## config.mk

```make
export PLATFORM = sky130hd
export DESIGN_NAME = mux2
export DESIGN_NICKNAME = d
export VERILOG_FILES = /design/src/rtl/mux2.sv
export SDC_FILE = /design/constraint.sdc
export NUM_CORES = 1
export LEC_CHECK = 0
export BUFFER_PORTS_ARGS = -buffer_cell sky130_fd_sc_hd__buf_2
export CAP_MARGIN = 20
export CORE_AREA = 2 2 39 41
export CTS_CLUSTER_DIAMETER = 80
export CTS_CLUSTER_SIZE = 16
export DETAILED_ROUTE_END_ITERATION = 7
export DIE_AREA = 0 0 41 43
export SYNTH_ARGS = -nofsm -noshare
export SYNTH_HDL_FRONTEND = slang
export SYNTH_SLANG_ARGS = --single-unit
```

## constraint.sdc

```tcl
create_clock -name clk -period 2 [get_ports clk]
set_clock_uncertainty 0.15 [all_clocks]
set_input_delay 0.2 -clock clk [delete_from_list [all_inputs] [get_ports clk]]
set_output_delay 0.2 -clock clk [all_outputs]
set_load 0.01 [all_outputs]
```

## src/rtl/mux2.sv

```systemverilog
// Control-steered merge of two 4-phase bundled-data channels onto one output.
// The control channel picks the source; all outputs are registered.
module mux2 #(
  parameter int unsigned N = 1
) (
  input  logic         clk,
  input  logic         rst,
  input  logic         r0_i,
  output logic         a0_i,
  input  logic [N-1:0] d0_i,
  input  logic         r1_i,
  output logic         a1_i,
  input  logic [N-1:0] d1_i,
  input  logic         rctl_i,
  input  logic         dctl_i,
  output logic         actl_i,
  output logic         r_o,
  input  logic         a_o,
  output logic [N-1:0] d_o
);

  typedef enum logic [1:0] {StIdle, StReq, StAck} state_e;

  state_e         state_q, state_d;
  logic           sel_q, sel_d;
  logic [N-1:0]   d_q, d_d;
  logic           r_q, r_d;
  logic           a0_q, a0_d;
  logic           a1_q, a1_d;
  logic           actl_q, actl_d;
  logic           req_cur;
  logic           req_sel;

  always_comb begin
    state_d = state_q;
    sel_d   = sel_q;
    d_d     = d_q;
    // request of the channel currently named by dctl_i (IDLE) or by sel_q (ACK)
    req_cur = dctl_i ? r1_i : r0_i;
    req_sel = sel_q ? r1_i : r0_i;
    unique case (state_q)
      StIdle: begin
        if (rctl_i && req_cur) begin
          sel_d   = dctl_i;
          d_d     = dctl_i ? d1_i : d0_i;
          state_d = StReq;
        end
      end
      StReq: begin
        if (a_o) state_d = StAck;
      end
      StAck: begin
        if (!a_o && !rctl_i && !req_sel) state_d = StIdle;
      end
      default: state_d = StIdle;
    endcase
    // outputs are a registered Moore decode of the next state
    r_d    = (state_d == StReq);
    actl_d = (state_d == StAck);
    a0_d   = actl_d & ~sel_d;
    a1_d   = actl_d & sel_d;
  end

  always_ff @(posedge clk or posedge rst) begin
    if (rst) begin
      state_q <= StIdle;
      sel_q   <= 1'b0;
      d_q     <= '0;
      r_q     <= 1'b0;
      a0_q    <= 1'b0;
      a1_q    <= 1'b0;
      actl_q  <= 1'b0;
    end else begin
      state_q <= state_d;
      sel_q   <= sel_d;
      d_q     <= d_d;
      r_q     <= r_d;
      a0_q    <= a0_d;
      a1_q    <= a1_d;
      actl_q  <= actl_d;
    end
  end

  assign r_o    = r_q;
  assign a0_i   = a0_q;
  assign a1_i   = a1_q;
  assign actl_i = actl_q;
  assign d_o    = d_q;

endmodule
```

# Yosys cells after proc, flatten, opt, wreduce, memory -nomap -nowiden
# Cells that the tools add are included.
# W data, S select, Z words.
[totals] ff_bits=8 input_bits=9 out_inout_bits=5
[classes] eq_ne=4 mux=9 bitwise_logic=3 n_reduce_logical=8
[ops] operator="$mux W2" n=3
[ops] operator="$pmux W2 S3" n=1
[ops] operator="$mux W1" n=5
[ops] operator="$eq A2 B1 Y1 const B" n=2
[ops] operator="$eq A2 B2 Y1 const B" n=2
[ops] operator="$logic_and A1 B1 Y1" n=3
[ops] operator="$logic_not A1 Y1" n=3
[ops] operator="$and A1 B1 Y1" n=2
[ops] operator="$logic_not A2 Y1" n=1
[ops] operator="$reduce_and A2 Y1" n=1
[ops] operator="$not A1 Y1" n=1

# Longest topological paths before layout
[depth] word_depth=7 depth_mapped=3 depth_no_buf=3

# Worst setup path before layout
# Ideal clock, no wire load.
[synth_path] path_type="reg2reg" from="register state_q[1]" to="register d_q, in the netlist d_o" setup_time_ps=125 arrival_ps=1009 t_required_ps=1725 slack_ps=716 path_stages_with_launch=4 path_buffers=0 period_less_slack_ps=1284 cell_sequence="dfrtp_1 nor3b_4 o21ai_2 mux2_4"
[synth_between] elab_chain_len=2
[synth_rtl] item="start, declared" line="24" source="state_e state_q, state_d;"
[synth_rtl] item="start signal, assigned" line="66" source="state_q <= StIdle;"
[synth_rtl] item="start signal, assigned" line="74" source="state_q <= state_d;"
[synth_rtl] item="$logic_not A2 Y1" line="41" source="unique case (state_q)"
[synth_rtl] item="$reduce_and A2 Y1 (no line)"
[synth_rtl] item="end signal, assigned" line="68" source="d_q <= '0;"
[synth_rtl] item="end signal, assigned" line="76" source="d_q <= d_d;"
[synth_rtl] item="end, declared" line="26" source="logic [N-1:0] d_q, d_d;"
# No other way between the ends.
# A chain may end at the register's enable or synchronous reset.

# Worst setup path in the final report
# Same ends and word-level chain as after synthesis.

==> key figures <==
Status
  • Status: complete, no violations

Route
  • Drt total wl: between 700 and 800 µm
  • First drt pass iteration count: 2
  • Via density: 4.35
  • DRC viols: 0
  • WL per Instance: 11.4 µm
  • Vias: 270
  • ANT nets after route: 0
  • Drt initial violations: 2

Global route
  • Grt ovf: 0
  • First-pass GRT wire length: about 1.2 mm
  • Largest net degree at the start of global routing: 9
  • Vias in the first global route: 290
  • Total GRT Usage: 0.106
  • Initial antenna violation count: 0

Setup path
  • R2R Path Start: state_q[1]$_DFF_PP0_
  • CP required: 1.99 ns
  • Worst r2r path cells: 3
  • Crit path max-delay family: flip-flops
  • CP Class: reg -> reg
  • Critical Path Stages: 3
  • End of the worst register-to-register path: d_o$_DFFE_PP0P_
  • Critical path peak fanout: 4
  • CP max-delay cell: dfrtp_1
  • CP max stage delay: 0.42 ns
  • Crit path DAT: roughly 1.3 ns
  • Worst-path cell chain: nor3b_4 -> o21ai_2 -> mux2_4
  • Worst Setup End Kind: register
  • Critical Path Start Type: register
  • CP Buf/Inv Count: 0
  • R2r setup slk: ~0.66 ns

Floorplanning
  • Initial Utilization: 0.264
  • Die height: 43 µm
  • Io pins: 14
  • Die width: ~41 µm
  • Row cnt: 14
  • CORE AREA: 1380 µm²
  • Overall die area: ~1800 µm²

Clocking
  • Clock slew at reported path FFs: approximately 0.06 ns
  • H-tree depth: 1
  • Hold buffer count at CTS: 1
  • Setup repair bufs after CTS: 0
  • CTS resizes: 0
  • Clock Tree Buf Depth: 2
  • Root buffer cell: clkbuf_4
  • Clock Latency Late Sink: around 0.26 ns
  • TritonCTS clock tree: built
  • Sink Count: 8
  • Num CTS Buffers: 3

Hold path
  • Start point of the worst hold path: a_o
  • WHS Endpoint: r_o$_DFF_PP0_
  • Hold Crit Class: in -> reg
  • Hold Crit Depth: 2

Place
  • Post-DP Area: ~450 µm²
  • Port bufs: 13
  • GP Congestion: around 0.75
  • Hpwl dp: 569 µm

Synth
  • Synth Area per Inst: approximately 13 µm²
  • Async set or reset register ratio after synthesis: 1.00
  • FF+latch count, synth: 8
  • Distinct cell type count after synthesis: 19
  • Synth warn: 0
  • Post-synth EDFFs: 0
  • Sequential area share after synthesis: 0.548
  • Netlist Area Pre-Place: about 370 µm²
  • Post-synth net total: 38
  • Main flop type after synthesis: dfrtp_1
  • Syn Inst Count: 29

Timing
  • Slew headroom: 0.800
  • Worst Tran Pin Value: ~0.3 ns
  • Setup TNS Final: 0 ns
  • WHS: just under 0.05 ns
  • Final-report setup violation count: 0
  • Pins over their slew limit: 0
  • RSZ-0062 raised after global routing: no
  • Final critical-path share of the clock period: 0.672
  • Minimum clock period after layout: approximately 1.3 ns
  • Achievable Freq: 744 MHz
  • Hold Violations, Final: 0

Final layout
  • Layout cells sized above 1: 0.457
  • Most frequent cells in the layout: buf_2, dfrtp_1, clkbuf_4
  • Post-Layout Inst Area: about 480 µm²
  • Commonest non-fill, non-tap cell in the layout: buf_2
  • Area delta synth->final: 32.2%
  • Fin util: 0.349
  • # diodes: 0
  • # nets final: between 50 and 60

Power
  • Static Leak: 0.248 nW
  • Pwr dens: around 1300 nW/µm²
  • Peak VDD IR: between 0.0003 and 0.0004 V
  • Pwr Total: ~0.00061 W

Job
  • Max Cap Violations: 0
-- synth_stat cells, types with 2 or more instances --
library cell / number / share of area
dfrtp_1: 8 / 0.55
and2_1: 2 / 0.034
nand2b_1: 2 / 0.034
o21ai_0: 2 / 0.027
-- power by group --
group          leakage, nW  internal (W)  switching (W)  total [W]
Combinational        0.131      0.000115       0.000101   0.000215
Clock               0.0138     0.0000688      0.0000570   0.000126
Sequential           0.103      0.000226      0.0000388   0.000265
Total                0.248      0.000409       0.000196   0.000606
-- metal layers --
layer  vias up  wire length (µm)  track usage
met2        14               289        0.144
met1       119               333        0.125
met5         -                 0            0
li1        135                 -            -
met3         2                65       0.0314
met4         0                20        0.100
-- state kept, by name, summed over array words and instances (netlist names) --
register / flops
a0_i: 1
sel_q: 1
state_q: 2
r_o: 1
actl_i: 1
a1_i: 1
d_o: 1
-- logic make-up (layout without fill, tap and decap cells) --
| logic type | Yosys count | after routing | share of synthesized area |
|---|---|---|---|
| and+or+nand+nor | 10 | 10 | 0.195 |
| muxes | 3 | 3 | 0.0993 |
| AOI/OAI and AO/OA | 7 | 7 | 0.147 |
| DFF | 8 | 8 | 0.548 |
| buffers and inverters | 1 | 18 | 0.0103 |
-- layout make-up --
type | instances | area (µm²)
fillers | 145 | 901
flip-flops and latches | 8 | 200
multi-input cells | 20 | 161
repair buffers | 14 | 75.1
clock buffers | 3 | 22.5
well taps | 16 | 20.0
inverters | 1 | 3.75
-- stage by stage --
step	worst slack [ns]	std cells
after global placement	0.690	58
final	0.656	62
after global routing	0.607	62
after detailed placement	0.664	58
after CTS	0.652	62
after floorplan	0.716	29
-- worst max-delay path by stage --
stage                    startpoint         endpoint
3_3_place_gp   state_q[1]$_DFF_PP0_  d_o$_DFFE_PP0P_
2_1_floorplan  state_q[1]$_DFF_PP0_  d_o$_DFFE_PP0P_
3_5_place_dp   state_q[1]$_DFF_PP0_  d_o$_DFFE_PP0P_
4_1_cts        state_q[1]$_DFF_PP0_  d_o$_DFFE_PP0P_
6_report       state_q[1]$_DFF_PP0_  d_o$_DFFE_PP0P_
5_1_grt        state_q[1]$_DFF_PP0_  d_o$_DFFE_PP0P_
No activity file was read; power rests on OpenSTA's default activity.
